`src/rtl/aes_seq_pkg.sv`:
```
// Shared constants and phase encoding for the byte-serial AES-128 round sequencer.
// Latencies are the defaults of the SubBytes / shiftrows / mixColumns pipelines.
package aes_seq_pkg;

  localparam int NBYTES  = 16;
  localparam int NROUNDS = 10;
  localparam int SB_LAT  = 1;
  localparam int SR_LAT  = 13;
  localparam int MC_LAT  = 4;
  localparam int CNT_W   = 6;

  typedef enum logic [2:0] {
    PH_IDLE       = 3'd0,
    PH_KEY_WAIT   = 3'd1,
    PH_ARK        = 3'd2,
    PH_SUBBYTE    = 3'd3,
    PH_SHIFTROWS  = 3'd4,
    PH_MIXCOLUMNS = 3'd5
  } phase_e;

  function automatic logic [CNT_W-1:0] phase_lat(phase_e ph);
    logic [CNT_W-1:0] lat;
    lat = '0;
    case (ph)
      PH_SUBBYTE:    lat = CNT_W'(SB_LAT);
      PH_SHIFTROWS:  lat = CNT_W'(SR_LAT);
      PH_MIXCOLUMNS: lat = CNT_W'(MC_LAT);
      default:       lat = '0;
    endcase
    return lat;
  endfunction

  function automatic logic is_data_phase(phase_e ph);
    return (ph == PH_ARK) || (ph == PH_SUBBYTE) ||
           (ph == PH_SHIFTROWS) || (ph == PH_MIXCOLUMNS);
  endfunction

endpackage

```
`src/rtl/aes_round_sequencer_timer.sv`:
```
// Phase timer: counts 0..NBYTES+lat-1 while a data phase runs,
// derives the input-window and write-back strobes and the last-cycle flag.
module aes_phase_timer
  import aes_seq_pkg::*;
(
  input  logic             clock,
  input  logic             reset_n,
  input  logic             run,
  input  logic             clr,
  input  logic [CNT_W-1:0] lat,
  output logic             dp_en,
  output logic             wb_en,
  output logic             last,
  output logic             col_start,
  output logic [3:0]       byte_idx
);

  logic [CNT_W-1:0] cnt_q;
  logic [CNT_W-1:0] cnt_d;
  logic [CNT_W-1:0] len;

  assign len       = lat + CNT_W'(NBYTES);
  assign last      = run && (cnt_q == len - CNT_W'(1));
  assign dp_en     = run && (cnt_q < CNT_W'(NBYTES));
  assign wb_en     = run && (cnt_q >= lat) && (cnt_q < len);
  assign col_start = (cnt_q[1:0] == 2'd0);
  assign byte_idx  = dp_en ? cnt_q[3:0] : 4'd0;

  // A phase change always restarts the count from zero.
  always_comb begin
    cnt_d = cnt_q;
    if (clr || !run) begin
      cnt_d = '0;
    end else if (!last) begin
      cnt_d = cnt_q + CNT_W'(1);
    end
  end

  always_ff @(posedge clock) begin
    if (!reset_n) begin
      cnt_q <= '0;
    end else begin
      cnt_q <= cnt_d;
    end
  end

endmodule

```
`src/rtl/aes_round_sequencer.sv`:
```
// AES-128 encrypt round sequencer: phase FSM, round counter, key handshake.
// Optional AES_SEQ_ABORT_EN adds the abort input and aborted pulse output.
module aes_round_sequencer
  import aes_seq_pkg::*;
(
  input  logic       clock,
  input  logic       reset_n,
  input  logic       start,
  output logic       busy,
  output logic       done,
  output logic [2:0] phase,
  output logic [3:0] round,
  output logic [3:0] byte_idx,
  output logic       dp_en,
  output logic       wb_en,
  output logic       en_sr,
  output logic [7:0] en_mc,
  output logic       rk_req,
  output logic [3:0] rk_round,
  input  logic       rk_ack
`ifdef AES_SEQ_ABORT_EN
  ,
  input  logic       abort,
  output logic       aborted
`endif
);

  phase_e     phase_q;
  phase_e     phase_d;
  logic [3:0] round_q;
  logic [3:0] round_d;
  logic       busy_q;
  logic       busy_d;
  logic       done_q;
  logic       done_d;
  logic       rk_req_q;
  logic       rk_req_d;
  logic       abort_hit;
  logic       run;
  logic       clr;
  logic       last;
  logic       col_start;
  logic [CNT_W-1:0] lat;

`ifdef AES_SEQ_ABORT_EN
  logic aborted_q;
  logic aborted_d;
  assign abort_hit = abort && (phase_q != PH_IDLE);
  assign aborted_d = abort_hit;
  assign aborted   = aborted_q;
`else
  assign abort_hit = 1'b0;
`endif

  assign run = is_data_phase(phase_q);
  assign lat = phase_lat(phase_q);
  assign clr = (phase_d != phase_q);

  aes_phase_timer u_timer (
    .clock     (clock),
    .reset_n   (reset_n),
    .run       (run),
    .clr       (clr),
    .lat       (lat),
    .dp_en     (dp_en),
    .wb_en     (wb_en),
    .last      (last),
    .col_start (col_start),
    .byte_idx  (byte_idx)
  );

  always_comb begin
    phase_d  = phase_q;
    round_d  = round_q;
    rk_req_d = rk_req_q;
    done_d   = 1'b0;
    if (abort_hit) begin
      phase_d  = PH_IDLE;
      rk_req_d = 1'b0;
    end else begin
      unique case (phase_q)
        PH_IDLE: begin
          if (start) begin
            phase_d  = PH_KEY_WAIT;
            round_d  = 4'd0;
            rk_req_d = 1'b1;
          end
        end
        PH_KEY_WAIT: begin
          if (rk_ack) begin
            phase_d  = PH_ARK;
            rk_req_d = 1'b0;
          end
        end
        PH_ARK: begin
          if (last) begin
            if (round_q == 4'(NROUNDS)) begin
              phase_d = PH_IDLE;
              done_d  = 1'b1;
            end else begin
              phase_d = PH_SUBBYTE;
              round_d = round_q + 4'd1;
            end
          end
        end
        PH_SUBBYTE: begin
          if (last) begin
            phase_d = PH_SHIFTROWS;
          end
        end
        PH_SHIFTROWS: begin
          // The final round has no MixColumns step.
          if (last) begin
            if (round_q < 4'(NROUNDS)) begin
              phase_d = PH_MIXCOLUMNS;
            end else begin
              phase_d  = PH_KEY_WAIT;
              rk_req_d = 1'b1;
            end
          end
        end
        PH_MIXCOLUMNS: begin
          if (last) begin
            phase_d  = PH_KEY_WAIT;
            rk_req_d = 1'b1;
          end
        end
        default: begin
          phase_d  = PH_IDLE;
          rk_req_d = 1'b0;
        end
      endcase
    end
    busy_d = (phase_d != PH_IDLE);
  end

  always_ff @(posedge clock) begin
    if (!reset_n) begin
      phase_q   <= PH_IDLE;
      round_q   <= 4'd0;
      busy_q    <= 1'b0;
      done_q    <= 1'b0;
      rk_req_q  <= 1'b0;
`ifdef AES_SEQ_ABORT_EN
      aborted_q <= 1'b0;
`endif
    end else begin
      phase_q   <= phase_d;
      round_q   <= round_d;
      busy_q    <= busy_d;
      done_q    <= done_d;
      rk_req_q  <= rk_req_d;
`ifdef AES_SEQ_ABORT_EN
      aborted_q <= aborted_d;
`endif
    end
  end

  assign phase    = phase_q;
  assign round    = round_q;
  assign rk_round = round_q;
  assign busy     = busy_q;
  assign done     = done_q;
  assign rk_req   = rk_req_q;
  assign en_sr    = (phase_q == PH_SHIFTROWS);
  assign en_mc    = (phase_q == PH_MIXCOLUMNS && !col_start) ? 8'hFF : 8'h00;

endmodule

```
`config.mk`:
```
export PLATFORM = sky130hd
export DESIGN_NAME = aes_round_sequencer
export DESIGN_NICKNAME = d
export VERILOG_FILES = /design/src/rtl/aes_seq_pkg.sv /design/src/rtl/aes_round_sequencer_timer.sv /design/src/rtl/aes_round_sequencer.sv
export SDC_FILE = /design/constraint.sdc
export NUM_CORES = 1
export LEC_CHECK = 0
export CORE_MARGIN = 2
export CORE_UTILIZATION = 53
export CTS_CLUSTER_SIZE = 40
export DETAILED_ROUTE_END_ITERATION = 12
export PLACE_DENSITY = 0.92
export REMOVE_ABC_BUFFERS = 1
export SLEW_MARGIN = 30
export SYNTH_ARGS = -nofsm -noshare
export SYNTH_HDL_FRONTEND = slang
export SYNTH_SLANG_ARGS = --single-unit
```
`constraint.sdc`:
```
create_clock -name clock -period 5.6 [get_ports clock]
set_input_delay 1.12 -clock clock [delete_from_list [all_inputs] [get_ports clock]]
set_output_delay 1.12 -clock clock [all_outputs]
set_load 0.05 [all_outputs]
```
==> summary.md, run 1 <==
| Metric | Value |
|---|---|
| Outcome | completed |
| Setup Buffers After CTS | 0 |
| Post-synth EDFFs | 0 |
| Max-Slew Margin vs Limit | 44.8% |
| Via-to-Cell Ratio | 6.16 |
| CTS tree | yes |
| Fillers | 209 |
| FF+latch area | 320 sq um |
| Yosys warnings | 0 |
| CP Capture Type | primary output |
| RR Startpoint | phase[0] |
| Critical Path RT | 4480 ps |
| Buffers on Ports | 32 |
| H-tree depth | 1 |
| Post-synthesis sequential area ratio | 23.6% |
| Cells after synthesis | 173 |
| Clk_lat worst skew | 290 ps |
| Die area | 2980 sq um |
| IO Count | 33 |
| Net total in the final layout | 202 |
| Diodes inserted | 0 |
| Clock Root Buffer | clkbuf_4 |
| PD cells | 172 nW/um^2 |
| Pwr Total | 0.000279 W |
| Setup_tns | 0 ps |
| Unique masters post-synth | 50 |
| Hold slack | 549 ps |
| Clock sinks | 16 |
| CTS resizes | 0 |
| Most common cell after layout, fill and taps aside | clkdlybuf4s50_1 |
| R2r endpoint | rk_round[1] |
| Reg clk slew, reported paths | 90 ps |
| Worst slew pin tran | 827 ps |
| Most frequent cells in the layout | clkdlybuf4s50_1, dfxtp_1, nor2_1 |
| Initial drt markers | 42 |
| Max IR drop VDD | 0.000143 V |
| Inserted Clock Buffers | 3 |
| CTS Buffer Depth | 2 |
| Post-route DRC violation count | 0 |
| Final setup fails | 0 |
| Mapped Area | 1360 sq um |
| Post-synthesis register bit count | 16 |
| Total Wirelength | 3.28 mm |
| Final Cycle Share | 78.0% |
| Routability cong. | 0.834 |
| Critical Path AT | 3250 ps |
| Wire per inst | 15.0 um |
| Final Hold Fails | 0 |
| Vias in the first global route | 1225 |
| Vias post-DR | 1348 |
| RSZ-0062 raised after global routing | no |
| Pin count of the biggest net entering global routing | 27 |
| Synth Flop Type | dfxtp_1 |
| Final Util | 66.3% |
| Clock Power Share | 27.8% |
| Sequential power share | 45.9% |
| Hold depth | 2 |
| CP Max Fanout | 15 |
| Critical Path Start Type | register |
| Combinational cell fraction of total power | 26.3% |
| Hold Buf Count CTS | 0 |
| Worst Hold Class | reg -> reg |
| First-pass GRT wire length | 5.36 mm |
| Synth Area per Inst | 7.83 sq um |
| Cell-internal power | 0.000184 W |
| Multi-input logic area | 878 sq um |
| Routed Antenna Nets | 0 |
| Initial Util | 55.2% |
| Finished Layout Cells | 219 |
| Horiz. Die Dim | 54.6 um |
| DRT Pass-1 Iters | 4 |
| Row count | 18 |
| Post-Place Cells | 215 |
| FMAX | 0.229 GHz |
| Fin. max-slew vios | 0 |
| Worst r2r path cells | 9 |
| Reg2reg setup slack | 2420 ps |
| P_leak | 0.568 nW |
| DP Wirelength | 2.44 mm |
| NetSw | 0.0000952 W |
| Switching portion of total power | 34.1% |
| GRT Total Usage | 24.3% |
| Hold EP | u_timer.cnt_q[1] |
| Share of cells above drive strength 1 | 6.35% |
| Die Span Y | 54.6 um |
| Core region area | 2450 sq um |
| Grt total ovfl | 0 |
| Area grow syn2layout | 20.0% |
| Initial antenna violation count | 0 |
| Async set-reset flop share out of synthesis | 0% |
| MaxCap Viol Count | 0 |
| Kind of critical path | reg -> out |
| Clock skew | 2.50 ps |
| Fin crit period | 4370 ps |
| Beginning of the worst hold path | u_timer.cnt_q[1] |
==> cell type report <==
cell class | count | area share, %
multi-input cells | 128 | 54.0
clock buffers | 4 | 2.23
flip-flops and latches | 16 | 19.7
inverters | 9 | 2.08
well taps | 30 | 2.31
repair buffers | 32 | 19.7
==> how the worst max path moves through the flow <==
stage               cells after the start      from  endpoint  slack [ps]
CTS                                    10  phase[0]     wb_en        1280
detailed placement                     10  phase[0]     wb_en        1620
global route                           10  phase[0]     wb_en        1060
floorplan                               2  phase[0]  en_mc[0]       -1510
finish                                 10  phase[0]     wb_en        1230
global placement                       10  phase[0]     wb_en        1760
==> sequential cells by signal (all words and copies together), names as in the netlist <==
register and flops:
done 1, rk_round 4, u_timer.cnt_q 6, phase 3, rk_req 1, busy 1
==> power groups by stage <==
stage               sequential (W)  clock (W)  combinational, W
floorplan                 0.000142          0         0.0000380
global placement          0.000130          0         0.0000708
detailed placement        0.000131          0         0.0000722
CTS                       0.000128  0.0000796         0.0000726
global route              0.000129  0.0000823         0.0000788
finish                    0.000128  0.0000778         0.0000734
==> critical path: stages (launching register included) <==
cell	delay, ps
dfxtp_1	690
nor2b_1	430
a21oi_1	160
inv_1	100
ha_1	140
nand2_1	50
a21oi_1	190
nor2b_1	70
o21ai_0	150
o311a_1	180
clkdlybuf4s50_1	790
==> layer usage <==
layer  routed length (um)  track usage [%]  share of wire, %  vias to the layer above
li1                     -                -                 -                      646
met1                 1390             30.4                42                      640
met2                 1640             42.0                50                       51
met3                  175             3.83               5.3                       11
met4                   73             8.75               2.2                        0
met5                    0                0                 0                        -
==> synth_stat cells, types with 4 or more instances <==
cell      number  area, sq um
nor2b_1        5         31.3
nor4_1         5         31.3
nor2_1        14         52.6
buf_4         13         97.6
nand3b_1       4         30.0
o21ai_0        7         35.0
dfxtp_1       16          320
ha_1           8          100
xor2_1         5         43.8
o31ai_1        4         30.0
a21oi_1       10         50.1
inv_1          9         33.8
nor3_1         5         25.0
nand2_1       13         48.8
==> kinds of logic after synthesis <==
kind of cell    Yosys count  share of synthesized area, %
xor+xnor                  8                          5.17
mux                       2                          1.48
buf+inv                  29                          11.8
compound gates           42                          21.9
flops                    16                          23.6
simple gates             68                          28.6
fa+ha+maj                 8                          7.39
==> stage by stage <==
step           setup WS, ps  cell area (sq um)
2_1_floorplan         -1510               1230
3_3_place_gp           1760               1590
3_5_place_dp           1620               1590
4_1_cts                1280               1620
5_1_grt                1060               1630
6_report               1230               1630
Power figures use the tool's default switching activity.
==> inputs of run 2 (changes only) <==
- CORE_UTILIZATION: 53 -> 49
- PLACE_DENSITY: 0.92 -> 0.86
- clock period: 5.6 -> 4.55 ns (I/O delays scaled with it)
==> run 2 against run 1 <==
Effect of this change: register-to-register slack lost 960 ps; utilization shrank 5.2 points; die area grew 7.5%; via count shrank 1.8%; cell count grew 1.4%; critical path depth is the same; largest cell class unchanged.
==> summary.md, run 2 (same netlist as run 1, synthesis figures left out) <==
| Metric | Value |
|---|---|
| Outcome | completed (unchanged) |
| PD cells | 210 nW/um^2 (was 172 nW/um^2) |
| Top Layer Used | met4 (unchanged) |
| IO Count | 33 (unchanged) |
| Die area | 3200 sq um (was 2980 sq um) |
| R2r endpoint | rk_round[0] (was rk_round[1]) |
| Hold EP | u_timer.cnt_q[1] (unchanged) |
| Grt total ovfl | 0 (unchanged) |
| Final Hold Fails | 0 (unchanged) |
| Most common cell after layout, fill and taps aside | clkdlybuf4s50_1 (unchanged) |
| Clk_lat worst skew | 290 ps (about the same) |
| RR Startpoint | phase[0] (unchanged) |
| Reg2reg setup slack | 1460 ps (was 2420 ps) |
| Max-Slew Margin vs Limit | 41.6% (was 44.8%) |
| Most flops, register | u_timer.cnt_q (unchanged) |
| Core region area | 2690 sq um (was 2450 sq um) |
| Share of cells above drive strength 1 | 6.81% (was 6.35%) |
| Fillers | 243 (was 209) |
| Buffers on Ports | 32 (unchanged) |
| CP Max Fanout | 15 (unchanged) |
| GRT Total Usage | 21.2% (was 24.3%) |
| Area grow syn2layout | 21.0% (was 20.0%) |
| Final setup fails | 0 (unchanged) |
| Hold Buf Count CTS | 0 (unchanged) |
| NetSw | 0.000116 W (was 0.0000952 W) |
| Diodes inserted | 0 (unchanged) |
| Clock skew | 5.31 ps (was 2.50 ps) |
| Sequential power share | 44.6% (was 45.9%) |
| Largest register FFs | 6 (unchanged) |
| Clock sinks | 16 (unchanged) |
| Wire per inst | 14.3 um (was 15.0 um) |
| Initial Util | 50.4% (was 55.2%) |
| Worst r2r path cells | 9 (unchanged) |
| Final Cycle Share | 89.8% |
| Switching portion of total power | 33.7% (was 34.1%) |
| Max incr delay on CP | 790 ps (about the same) |
| Hold depth | 2 (unchanged) |
| Reg clk slew, reported paths | 100 ps (was 90 ps) |
| DP Wirelength | 2.38 mm (was 2.44 mm) |
| MaxCap Viol Count | 0 (unchanged) |
| Pwr Total | 0.000344 W (was 0.000279 W) |
| Clock Root Buffer | clkbuf_4 (unchanged) |
| Combinational cell fraction of total power | 27.7% (was 26.3%) |
| Initial antenna violation count | 0 (unchanged) |
| CP delay by family, top | buffers and inverters (unchanged) |
| Pin count of the biggest net entering global routing | 24 (was 27) |
| Critical Path RT | 3640 ps (was 4480 ps) |
| Fin crit period | 4090 ps |
| CTS Buffer Depth | 2 (unchanged) |
| H-tree depth | 1 (unchanged) |
| Critical Path AT | 3180 ps (was 3250 ps) |
| Hold slack | 543 ps (was 549 ps) |
| First-pass GRT wire length | 5.49 mm (was 5.36 mm) |
| CP Cell Sequence | nor2b_1 -> a21oi_1 -> inv_1 -> ha_1 -> nand2_1 -> a21oi_1 -> nor2b_1 -> o21ai_0 -> o311a_1 -> clkdlybuf4s50_1 (unchanged) |
| Worst slew pin tran | 870 ps (was 827 ps) |
| Via-to-Cell Ratio | 5.96 (was 6.16) |
| Vias post-DR | 1324 (was 1348) |
| Horiz. Die Dim | 56.6 um (was 54.6 um) |
| Crit path max-delay cell type | clkdlybuf4s50_1 (unchanged) |
| Clock Power Share | 27.7% (was 27.8%) |
| Net total in the final layout | 204 (was 202) |
| Routability cong. | 0.865 (was 0.834) |
| CP Capture Type | primary output (unchanged) |
| Setup Buffers After CTS | 0 (unchanged) |
| Routed Antenna Nets | 0 (unchanged) |
| Max IR drop VDD | 0.000163 V (was 0.000143 V) |
| M1 wire length | 1.42 mm (was 1.39 mm) |
| Cell-internal power | 0.000228 W (was 0.000184 W) |
| CTS resizes | 0 (unchanged) |
| Met2 wire len | 1.51 mm (was 1.64 mm) |
| Met3 wire len | 190 um (was 175 um) |
| RSZ-0062 raised after global routing | no (unchanged) |
| Inserted Clock Buffers | 3 (unchanged) |
| Most frequent cells in the layout | clkdlybuf4s50_1, dfxtp_1, nor2_1 (unchanged) |
| Fin. max-slew vios | 0 (unchanged) |
| FMAX | 0.245 GHz |
| Initial drt markers | 38 (was 42) |
| CTS tree | yes (unchanged) |
| Die Span Y | 56.6 um (was 54.6 um) |
| Post-route DRC violation count | 0 (unchanged) |
| Worst Hold Class | reg -> reg (unchanged) |
| Total Wirelength | 3.18 mm (was 3.28 mm) |
| P_leak | 0.572 nW (was 0.568 nW) |
| WP buf/inv | 2 (unchanged) |
| DRT Pass-1 Iters | 4 (unchanged) |
| Kind of critical path | reg -> out (unchanged) |
| Critical Path Start Type | register (unchanged) |
| Beginning of the worst hold path | u_timer.cnt_q[1] (unchanged) |
| Vias in the first global route | 1223 (was 1225) |
| Row count | 19 (was 18) |
## run 2: metal layers
metal	global-route usage (%)	vias to the layer above
met5	0	-
li1	-	651
met2	33.6	47
met3	3.00	7
met1	28.9	619
met4	8.16	0
## run 2: layout make-up
class	count	area [sq um]	share of cell area, %
Tap cell	31	38.8	2.37
Sequential cell	16	320	19.5
Timing Repair Buffer	34	335	20.5
Clock buffer	4	36.3	2.21
Multi-Input combinational cell	128	875	53.4
Inverter	9	33.8	2.06
## run 2: worst reg2reg max path, cell delays in order, from the launching register on
cell and delay, ps:
dfxtp_1 690, nor2b_1 410, a21oi_1 150, ha_1 320, xor2_1 140, o211ai_1 130
or2_4 350, or2_1 370, o21a_1 240, o221a_1 200
## run 2: power by group through the flow
stage / combinational [W] / clock (W) / sequential, W
floorplan: 0.0000467 / 0 / 0.000175
global route: 0.000103 / 0.000103 / 0.000154
detailed placement: 0.0000944 / 0 / 0.000157
CTS: 0.0000951 / 0.0000991 / 0.000153
global placement: 0.0000920 / 0 / 0.000156
finish: 0.0000955 / 0.0000952 / 0.000153
## run 2: how the worst max path moves through the flow
stage | cells after the start | slack [ps] | startpoint | end
after floorplan | 2 | -2350 | phase[0] | en_mc[0]
after global placement | 10 | 940 | phase[0] | wb_en
after detailed placement | 10 | 790 | phase[0] | wb_en
after CTS | 10 | 450 | phase[0] | wb_en
after global routing | 10 | 240 | phase[0] | wb_en
final | 10 | 460 | phase[0] | wb_en
## run 2: stage by stage
step           setup TNS (ps)  instance area, sq um  setup slack (ps)  utilization, %  instances
5_1_grt                     0                  1640               244            61.0        222
6_report                    0                  1640               462            61.0        222
3_3_place_gp                0                  1600               942            59.7        218
4_1_cts                     0                  1640               451            61.0        222
3_5_place_dp                0                  1600               792            59.7        218
2_1_floorplan          -18810                  1230             -2350               -        153
